==> src/rtl/uart_pkg.sv <==
// Shared constants for the 8N1 UART: default baud divisor, frame levels
// and the state encoding used by both the TX and RX state machines.
package uart_pkg;

  localparam int unsigned CLKS_PER_BIT_DFLT = 10417;

  localparam logic        START_BIT = 1'b0;
  localparam logic        STOP_BIT  = 1'b1;
  localparam int unsigned DATA_BITS = 8;

  localparam int unsigned STATE_W  = 2;
  localparam logic [1:0]  ST_IDLE  = 2'd0;
  localparam logic [1:0]  ST_START = 2'd1;
  localparam logic [1:0]  ST_DATA  = 2'd2;
  localparam logic [1:0]  ST_STOP  = 2'd3;

endpackage

==> src/rtl/uart_bit_timer.sv <==
// Loadable down-counter for bit timing. tc_o is high while the count sits
// at zero; half_i selects a half-bit load so RX can land on the bit centre.
module uart_bit_timer
  import uart_pkg::*;
#(
  parameter int unsigned CLKS_PER_BIT = CLKS_PER_BIT_DFLT
) (
  input  logic clk_i,
  input  logic rst_i,
  input  logic load_i,
  input  logic half_i,
  output logic tc_o
);

  localparam int unsigned      CNT_W     = $clog2(CLKS_PER_BIT);
  localparam logic [CNT_W-1:0] FULL_LOAD = CNT_W'(CLKS_PER_BIT - 1);
  localparam logic [CNT_W-1:0] HALF_LOAD = CNT_W'(CLKS_PER_BIT / 2 - 1);

  logic [CNT_W-1:0] cnt_q, cnt_d;
  logic             tc_q;

  always_comb begin
    cnt_d = cnt_q;
    if (load_i) begin
      cnt_d = half_i ? HALF_LOAD : FULL_LOAD;
    end else if (cnt_q != '0) begin
      cnt_d = cnt_q - CNT_W'(1);
    end
  end

  // tc is registered alongside the count so it always equals (cnt_q == 0)
  always_ff @(posedge clk_i) begin
    if (rst_i) begin
      cnt_q <= '0;
      tc_q  <= 1'b1;
    end else begin
      cnt_q <= cnt_d;
      tc_q  <= (cnt_d == '0);
    end
  end

  assign tc_o = tc_q;

endmodule

==> src/rtl/uart_ctrl.sv <==
// Full-duplex 8N1 UART: independent TX serialiser and RX deserialiser
// sharing clock and reset, each timed by its own uart_bit_timer.
module uart_ctrl
  import uart_pkg::*;
#(
  parameter int unsigned CLKS_PER_BIT = CLKS_PER_BIT_DFLT,
  parameter int unsigned DATA_BITS    = uart_pkg::DATA_BITS
) (
  input  logic                 CLK,
  input  logic                 RST,
  input  logic                 send,
  input  logic [DATA_BITS-1:0] send_data,
  output logic                 ready,
  output logic                 UART_TX,
  input  logic                 UART_RX,
  output logic [DATA_BITS-1:0] recv_data,
  output logic                 vald_data
);

  localparam int unsigned IDX_W = $clog2(DATA_BITS);

  // ---------------------------------------------------------------- TX
  logic [STATE_W-1:0]   tx_state_q, tx_state_d;
  logic [DATA_BITS-1:0] tx_data_q, tx_data_d;
  logic [IDX_W-1:0]     tx_idx_q, tx_idx_d;
  logic                 tx_q, tx_d;
  logic                 ready_q, ready_d;
  logic                 tx_load;
  logic                 tx_tc;

  uart_bit_timer #(.CLKS_PER_BIT(CLKS_PER_BIT)) u_tx_timer (
    .clk_i  (CLK),
    .rst_i  (RST),
    .load_i (tx_load),
    .half_i (1'b0),
    .tc_o   (tx_tc)
  );

  always_ff @(posedge CLK) begin
    if (RST) begin
      tx_state_q <= ST_IDLE;
      tx_data_q  <= '0;
      tx_idx_q   <= '0;
      tx_q       <= 1'b1;
      ready_q    <= 1'b1;
    end else begin
      tx_state_q <= tx_state_d;
      tx_data_q  <= tx_data_d;
      tx_idx_q   <= tx_idx_d;
      tx_q       <= tx_d;
      ready_q    <= ready_d;
    end
  end

  // Each level is driven one edge early so UART_TX stays a pure register
  always_comb begin
    tx_state_d = tx_state_q;
    tx_data_d  = tx_data_q;
    tx_idx_d   = tx_idx_q;
    tx_d       = tx_q;
    ready_d    = ready_q;
    tx_load    = 1'b0;
    case (tx_state_q)
      ST_IDLE: begin
        if (send) begin
          tx_data_d  = send_data;
          tx_d       = START_BIT;
          ready_d    = 1'b0;
          tx_load    = 1'b1;
          tx_state_d = ST_START;
        end
      end
      ST_START: begin
        if (tx_tc) begin
          tx_d       = tx_data_q[0];
          tx_idx_d   = '0;
          tx_load    = 1'b1;
          tx_state_d = ST_DATA;
        end
      end
      ST_DATA: begin
        if (tx_tc) begin
          tx_load = 1'b1;
          if (tx_idx_q == IDX_W'(DATA_BITS - 1)) begin
            tx_d       = STOP_BIT;
            tx_state_d = ST_STOP;
          end else begin
            tx_d     = tx_data_q[tx_idx_q + IDX_W'(1)];
            tx_idx_d = tx_idx_q + IDX_W'(1);
          end
        end
      end
      ST_STOP: begin
        if (tx_tc) begin
          ready_d    = 1'b1;
          tx_state_d = ST_IDLE;
        end
      end
      default: begin
        tx_d       = 1'b1;
        ready_d    = 1'b1;
        tx_state_d = ST_IDLE;
      end
    endcase
  end

  assign UART_TX = tx_q;
  assign ready   = ready_q;

  // ---------------------------------------------------------------- RX
  logic [STATE_W-1:0]   rx_state_q, rx_state_d;
  logic [DATA_BITS-1:0] rx_shift_q, rx_shift_d;
  logic [DATA_BITS-1:0] rx_data_q, rx_data_d;
  logic [IDX_W-1:0]     rx_idx_q, rx_idx_d;
  logic                 vald_q, vald_d;
  logic                 ferr_q, ferr_d;
  logic                 rx_meta_q, rx_sync_q, rx_prev_q;
  logic                 rx_load;
  logic                 rx_half;
  logic                 rx_tc;

  uart_bit_timer #(.CLKS_PER_BIT(CLKS_PER_BIT)) u_rx_timer (
    .clk_i  (CLK),
    .rst_i  (RST),
    .load_i (rx_load),
    .half_i (rx_half),
    .tc_o   (rx_tc)
  );

  // Two-flop synchroniser plus one history flop for falling-edge detection
  always_ff @(posedge CLK) begin
    if (RST) begin
      rx_meta_q <= 1'b1;
      rx_sync_q <= 1'b1;
      rx_prev_q <= 1'b1;
    end else begin
      rx_meta_q <= UART_RX;
      rx_sync_q <= rx_meta_q;
      rx_prev_q <= rx_sync_q;
    end
  end

  always_ff @(posedge CLK) begin
    if (RST) begin
      rx_state_q <= ST_IDLE;
      rx_shift_q <= '0;
      rx_data_q  <= '0;
      rx_idx_q   <= '0;
      vald_q     <= 1'b0;
      ferr_q     <= 1'b0;
    end else begin
      rx_state_q <= rx_state_d;
      rx_shift_q <= rx_shift_d;
      rx_data_q  <= rx_data_d;
      rx_idx_q   <= rx_idx_d;
      vald_q     <= vald_d;
      ferr_q     <= ferr_d;
    end
  end

  always_comb begin
    rx_state_d = rx_state_q;
    rx_shift_d = rx_shift_q;
    rx_data_d  = rx_data_q;
    rx_idx_d   = rx_idx_q;
    vald_d     = 1'b0;
    ferr_d     = ferr_q;
    rx_load    = 1'b0;
    rx_half    = 1'b0;
    case (rx_state_q)
      ST_IDLE: begin
        if (rx_prev_q && !rx_sync_q) begin
          rx_load    = 1'b1;
          rx_half    = 1'b1;
          rx_state_d = ST_START;
        end
      end
      ST_START: begin
        if (rx_tc) begin
          if (rx_sync_q == START_BIT) begin
            rx_load    = 1'b1;
            rx_idx_d   = '0;
            rx_state_d = ST_DATA;
          end else begin
            rx_state_d = ST_IDLE;
          end
        end
      end
      ST_DATA: begin
        if (rx_tc) begin
          rx_shift_d = {rx_sync_q, rx_shift_q[DATA_BITS-1:1]};
          rx_load    = 1'b1;
          if (rx_idx_q == IDX_W'(DATA_BITS - 1)) begin
            rx_state_d = ST_STOP;
          end else begin
            rx_idx_d = rx_idx_q + IDX_W'(1);
          end
        end
      end
      ST_STOP: begin
        // After a framing error, hold here until the line idles high
        if (ferr_q) begin
          if (rx_sync_q) begin
            ferr_d     = 1'b0;
            rx_state_d = ST_IDLE;
          end
        end else if (rx_tc) begin
          if (rx_sync_q == STOP_BIT) begin
            rx_data_d  = rx_shift_q;
            vald_d     = 1'b1;
            rx_state_d = ST_IDLE;
          end else begin
            ferr_d = 1'b1;
          end
        end
      end
      default: begin
        ferr_d     = 1'b0;
        rx_state_d = ST_IDLE;
      end
    endcase
  end

  assign recv_data = rx_data_q;
  assign vald_data = vald_q;

endmodule

==> config.mk <==
export PLATFORM = sky130hd
export DESIGN_NAME = uart_ctrl
export DESIGN_NICKNAME = d
export VERILOG_FILES = /design/src/rtl/uart_pkg.sv /design/src/rtl/uart_bit_timer.sv /design/src/rtl/uart_ctrl.sv
export SDC_FILE = /design/constraint.sdc
export NUM_CORES = 1
export LEC_CHECK = 0
export ABC_AREA = 1
export CORE_ASPECT_RATIO = 0.7
export CORE_UTILIZATION = 55
export CTS_BUF_LIST = sky130_fd_sc_hd__clkbuf_4
export DETAILED_ROUTE_END_ITERATION = 6
export GPL_ROUTABILITY_DRIVEN = 0
export PLACE_DENSITY = 0.77
export SYNTH_ARGS = -nofsm -noshare
export SYNTH_HDL_FRONTEND = slang
export SYNTH_SLANG_ARGS = --single-unit
==> constraint.sdc <==
create_clock -name CLK -period 1.76 [get_ports CLK]
set_input_delay 0.44 -clock CLK [delete_from_list [all_inputs] [get_ports CLK]]
set_output_delay 0.44 -clock CLK [all_outputs]
set_load 0.03 [all_outputs]
After elaboration in Yosys (flattened, before gate mapping):

Cells that the tools add are included.

* add/subtract/negate cells: 4
* order comparisons: 1
* equality and inequality tests: 21
* muxes and demuxes: 49
* bitwise gates (word level): 3
* reductions and logical operators: 23

Operators by type and width (number)
* $mux W14: 5
* $logic_not A14 Y1: 2
* $reduce_bool A14 Y1: 2
* $sub A14 B1 Y14 const B: 2
* $mux W2: 13
* $mux W3: 7
* $pmux W2 S4: 2
* $mux W1: 15
* $reduce_and A5 Y1: 3
* $ne A2 B2 Y1 const B: 7
* $pmux W3 S2: 2
* $reduce_and A4 Y1: 3
* $ne A2 B1 Y1 const B: 5
* $eq A2 B2 Y1 const B: 4
* $add A3 B1 Y3 const B: 2
* $eq A3 B3 Y1 const B: 2
* $pmux W1 S3: 2
* $reduce_bool A2 Y1: 3
* $eq A2 B1 Y1 const B: 2
* $logic_not A2 Y1: 2
* $lt A3 B4 Y1 const B: 1
* $pmux W1 S2: 2
* $reduce_and A2 Y1: 2
* $reduce_or A4 Y1: 1
* other kinds (8): 10

* register bits after elaboration: 71
* input bits: 12
* output and inout bits: 11

Depth between registers and ports, before layout:

* depth in word-level cells: 7
* mapped depth: 14

By module:

Synthesis repeated with hierarchy kept, for this count alone.

* cell total of the unflattened synthesis: 559
* area total of the unflattened synthesis: 3788.6 sq um

Modules (own cells, without submodules)
* uart_bit_timer: times used 2, cells each 158, area each 977.2 sq um, seq. area each 300.3 sq um
* uart_ctrl: times used 1, cells each 243, area each 1834.3 sq um, seq. area each 820.8 sq um

Least setup slack after synthesis:

Ideal clock, no wire load.

* kind: reg2reg
* from: register tx_state_q[0]
* to: register u_tx_timer.tc_q, in the netlist u_tx_timer.tc_o
* setup time: 115 ps
* data arrival time: 1564 ps
* path slack: 80 ps
* stages on the path, launching flop included: 12
* path buffers: 1
* clock period less this slack: 1680 ps
* cell sequence: dfxtp_1 inv_1 ha_1 inv_1 o21ai_0 nand2_1 buf_2 nand3_1 nand3_1 nor2_1 nand3_1 nand2_1

* word-level cells in the longest chain between the ends: 5
* elaborated cells on any way between the ends: 7
* those cells by class: eq/ne: 2; mux: 2; reduce/logical: 3

RTL lines
* start, declared: RTL line uart_ctrl.sv:23 `logic [STATE_W-1:0] tx_state_q, tx_state_d;`
* start signal, assigned: RTL line uart_ctrl.sv:47 `tx_state_q <= tx_state_d;`
* $eq A2 B2 Y1 / $eq A2 B1 Y1 (equally long branches): RTL line uart_ctrl.sv:63 `case (tx_state_q)`
* $reduce_or A2 Y1 (no line)
* $pmux W1 S2 *: RTL line uart_ctrl.sv:63
* $mux W14 *: RTL line uart_bit_timer.sv:24 `if (load_i) begin`
* $logic_not A14 Y1 *: RTL line uart_bit_timer.sv:38 `tc_q <= (cnt_d == '0);`
* end signal, assigned: RTL line uart_bit_timer.sv:38
* end, declared: RTL line uart_bit_timer.sv:20 `logic tc_q;`

Mark *: on every way between the ends. The rest lies on a longest branch, timed or not.
A chain may end at the register's enable or synchronous reset.

Worst setup path after layout:

* from: register u_rx_timer.cnt_q[0]
* to: register u_rx_timer.tc_q, in the netlist u_rx_timer.tc_o

* word-level cells in the longest chain between the ends: 4
* elaborated cells on any way between the ends: 5
* those cells by class: add/sub: 1; mux: 2; reduce/logical: 2

RTL lines
* start, declared: RTL line uart_bit_timer.sv:19 `logic [CNT_W-1:0] cnt_q, cnt_d;`
* start signal, assigned: RTL line uart_bit_timer.sv:37 `cnt_q <= cnt_d;`
* $sub A14 B1 Y14 / $reduce_bool A14 Y1 (equally long branches): RTL line uart_bit_timer.sv:27, uart_bit_timer.sv:26
* $mux W14 *: RTL line uart_bit_timer.sv:26 `end else if (cnt_q != '0) begin`
* $mux W14 *: RTL line uart_bit_timer.sv:24
* $logic_not A14 Y1 *: RTL line uart_bit_timer.sv:38
* end signal, assigned: RTL line uart_bit_timer.sv:38
* end, declared: RTL line uart_bit_timer.sv:20

Marked as above.

==> out/results.md <==
Status
- finished, final reports clean — outcome

Worst setup path
- 4 — Crit Path Max Fanout
- 2.06 ns — Crit path arrival time
- flip-flop — critical path launch point type
- inv_1, ha_2, nand2_2, nor2_4, buf_6, nand4_1, nand3_2, nand2_1, nor2_1, nand3_1, o21bai_2 — Critical Path, Cell by Cell
- 11 — logic depth of the worst register-to-register path
- 2.12 ns — required time at the worst-slack endpoint
- u_rx_timer.tc_o — endpoint of the lowest-slack register-to-register path
- dfxtp_1 — Worst path slowest cell
- u_rx_timer.cnt_q[0] — r2r startpoint
- simple AND/OR/NAND/NOR gates — dominant delay contributor by cell family on the critical path
- 2 — sum of buffers and inverters on the critical path
- 0.33 ns — largest incremental delay on the critical path
- u_rx_timer.cnt_q[0] — launching element of the worst setup path
- 0.06 ns — setup slack, reg-to-reg
- flip-flop — Critical Path Sink Type
- flip-flop to flip-flop — Worst Path Class, Setup

STA
- 0 — number of max-slew violations in the final report
- 0 — total of endpoints with negative setup slack in the final report
- 0.714 — Relative slew margins
- 589 MHz — highest attainable clock frequency
- 0.00908 ns — Clock Skews
- 0 ns — final sum of negative setup slack
- 0 — number of hold violations in the final report
- 0.428 ns — transition at the pin with the smallest max-transition slack
- 1.70 ns — minimum period implied by the final worst setup slack
- 0.965 — ratio of final minimum period to clock period

Logic synthesis
- 0.342 — post-synthesis simple-gate area fraction
- 0.0410 — adder and majority cell fraction of the synthesized area
- 534 — Post-Syn Instances
- simple AND/OR/NAND/NOR gates — largest family of logic cells by synthesized area
- 3660 um2 — netlist area before placement
- 0 — share of synthesized area spent on multiplexers
- 0.388 — sequential fraction of the synthesis area
- 35 — number of distinct library cells after synthesis
- 558 — Synth Net Count
- 0.128 — compound-gate portion of the synthesized area
- 6.86 um2 — average cell area after synthesis
- dfxtp_1 — ys flop type
- 0 — asr flop ratio synth
- 71 — flop and latch count out of synthesis
- 0 — count of flip-flops with a built-in enable after synthesis
- 0 — number of warnings printed during yosys synthesis
- 0.0191 — xor/xnor share of the synthesized area

Global routing
- 15000 um — global-route wire length before repair
- 0.270 — GR Util All Layers
- 3330 — vias in the first global route
- 0 — initial antenna violation count
- 0 — total overflow reported by the global router
- 25 — largest net degree at the start of global routing

Clock network
- 2 — Longest Clk Path Bufs
- 3 — number of H-tree levels
- 71 — number of sinks handled by clock tree synthesis
- 0.12 ns — Worst-path clk slew
- clkbuf_4 — CTS root buf
- 9 — number of buffers created by CTS
- 0 — quantity of hold-fixing buffers added after cts
- 0.42 ns — Clk Latency, worst-skew pair
- built — CTS tree

Final layout
- 0.202 — layout cells sized above 1
- 696 — count of placed standard cells in the final layout, fillers left out
- 0.722 — core utilization of the finished layout
- 1430 um2 — register area
- 4580 um2 — cell area after layout
- 515 — filler instances
- 2070 um2 — area used by multi-input combinational logic
- 0 — ANT cells
- 24.9% — Area growth, synth to finish
- 624 — net count of the finished layout

Routing
- 237 — initial DRC count
- 0 — DRC viols
- 5 — first drt pass iteration count
- 5.24 — average via count per standard cell
- 3645 — vias after detailed routing
- 9180 um — final wirelength
- 13.2 um — post-detailed-route wirelength per cell
- 0 — final antenna-violating net count

Power and ir drop
- 0.138 — part of the total power dissipated in the clock network
- 0.00413 W — P_sw
- 1950 nW/um2 — power density over the cells
- 0.00481 W — internal portion of total power
- 0.462 — Sw Ratio
- 0.601 — power share of the combinational group
- 0.00894 W — sum of internal, switching and leakage power
- 1.07 mV — maximum VDD drop
- 0.261 — sequential cell fraction of total power
- 2.19 nW — leakage power

Hold path
- 1 — Hold Path Depth
- flip-flop to flip-flop — worst min path class
- rx_meta_q — Min-Delay Startpoint
- rx_sync_q — Hold Crit Endpoint

Placed design
- 671 — Cell Count Post-Placement
- 6400 um — DPL Wire Length
- 22 — count of buffers from port buffering
- 4210 um2 — Placed Area

Floorplanning
- 24 — standard-cell rows
- 23 — Top-Level Pins
- 6340 um2 — CORE AREA
- 70.3 um — Die Span Y
- 7000 um2 — area of the die
- 0.578 — Initial Util
- 99.6 um — Die Wd

Run
- 0 — number of max-cap violations

==> flip-flops by register name, indices dropped and copies added (netlist names), named ones only <==
name / cells
u_rx_timer.cnt_q: 14
u_tx_timer.cnt_q: 14
recv_data: 8
rx_shift_q: 8
tx_data_q: 8
rx_idx_q: 3
tx_idx_q: 3
tx_state_q: 2
UART_TX: 1
ferr_q: 1
ready: 1
rx_meta_q: 1
rx_prev_q: 1
rx_state_q: 1
rx_sync_q: 1
u_rx_timer.tc_o: 1
u_tx_timer.tc_o: 1
vald_data: 1
==> Yosys cell counts, types with 3 or more instances <==
| cell | n | area share |
|---|---|---|
| nand3_1 | 36 | 0.049 |
| nor3_1 | 7 | 0.0096 |
| xnor2_1 | 3 | 0.0072 |
| ha_1 | 12 | 0.041 |
| or2_2 | 3 | 0.0051 |
| clkbuf_1 | 7 | 0.0072 |
| buf_6 | 3 | 0.0092 |
| buf_2 | 4 | 0.0055 |
| nand2_1 | 116 | 0.12 |
| xor2_1 | 5 | 0.012 |
| nand4_1 | 5 | 0.0085 |
| dfxtp_1 | 71 | 0.39 |
| nor2_4 | 3 | 0.0092 |
| o21ai_0 | 35 | 0.048 |
| nand2_4 | 3 | 0.0092 |
| nor2_2 | 3 | 0.0051 |
| nor2_1 | 95 | 0.097 |
| nand2_2 | 5 | 0.0085 |
| nand3b_1 | 5 | 0.010 |
| inv_1 | 56 | 0.057 |
| o211ai_1 | 5 | 0.010 |
| a21oi_1 | 39 | 0.053 |
==> metrics by stage <==
| stage | worst slack [ns] | hold WS (ns) |
|---|---|---|
| after floorplan | 0.0803 | 0.389 |
| final | 0.0623 | 0.424 |
| after CTS | 0.00666 | 0.423 |
| after global routing | -0.0529 | 0.449 |
| after global placement | -0.225 | 0.399 |
| after detailed placement | -0.275 | 0.393 |
==> cell type report <==
type                            instances  share of cell area
Clock inverter                          7              0.0230
Timing Repair Buffer                   69               0.126
Inverter                               56              0.0459
Sequential cell                        71               0.313
Clock buffer                            9              0.0148
Multi-Input combinational cell        393               0.453
Tap cell                               91              0.0249
==> power by group through the flow <==
stage                     logic [W]  clock network (W)  registers, W
after floorplan             0.00326                  0       0.00229
after global placement      0.00455                  0       0.00231
after detailed placement    0.00468                  0       0.00232
after CTS                   0.00472            0.00126       0.00229
after global routing        0.00603            0.00133       0.00239
final                       0.00537            0.00123       0.00234
==> placed cells by master, fill, tap and decap left out, drive strengths merged <==
cell type        n
nand2          125
nor2           101
dfxtp           71
inv             58
buf             47
a21oi           40
nand3           38
o21ai           36
ha              12
clkdlybuf4s50   11
dlygate4sd2     11
clkbuf           9
nor3             8
nand4            5
nand3b           5
o211ai           5
xor2             5
xnor2            3
or2              3
bufinv           2
clkinv           2
and2             2
o21bai           1
a211oi           1
a22o             1
a31oi            1
a221oi           1
clkinvlp         1
==> layer usage <==
metal | wire [um] | share of wire | vias to the layer above | track usage
li1 | - | - | 1844 | -
met1 | 4370 | 0.48 | 1669 | 0.375
met2 | 4120 | 0.45 | 121 | 0.424
met3 | 612 | 0.067 | 11 | 0.0611
met4 | 74 | 0.0081 | 0 | 0.0703
met5 | 0 | 0 | - | 0
==> worst max path at each step <==
stage / endpoint / cells after the start
finish: u_rx_timer.tc_o / 11
global route: u_rx_timer.tc_o / 11
CTS: u_tx_timer.tc_o / 12
detailed placement: u_tx_timer.tc_o / 11
global placement: u_tx_timer.tc_o / 11
floorplan: u_tx_timer.tc_o / 11
==> repair_timing <==
item,4_1_cts,5_1_grt
buffers inserted,0,7
endpoints found under the setup margin,13,4
gates cloned,0,2
pin swaps,1,13
resized for setup,15,42
==> kinds of logic after synthesis <==
logic type,after synthesis
AOI/OAI and AO/OA,86
xor gates and xnor gates,8
adders and majority gates,12
buffers and inverters,72
DFF,71
and+or+nand+nor,285
Note: power is estimated with default switching activity, not from simulation.
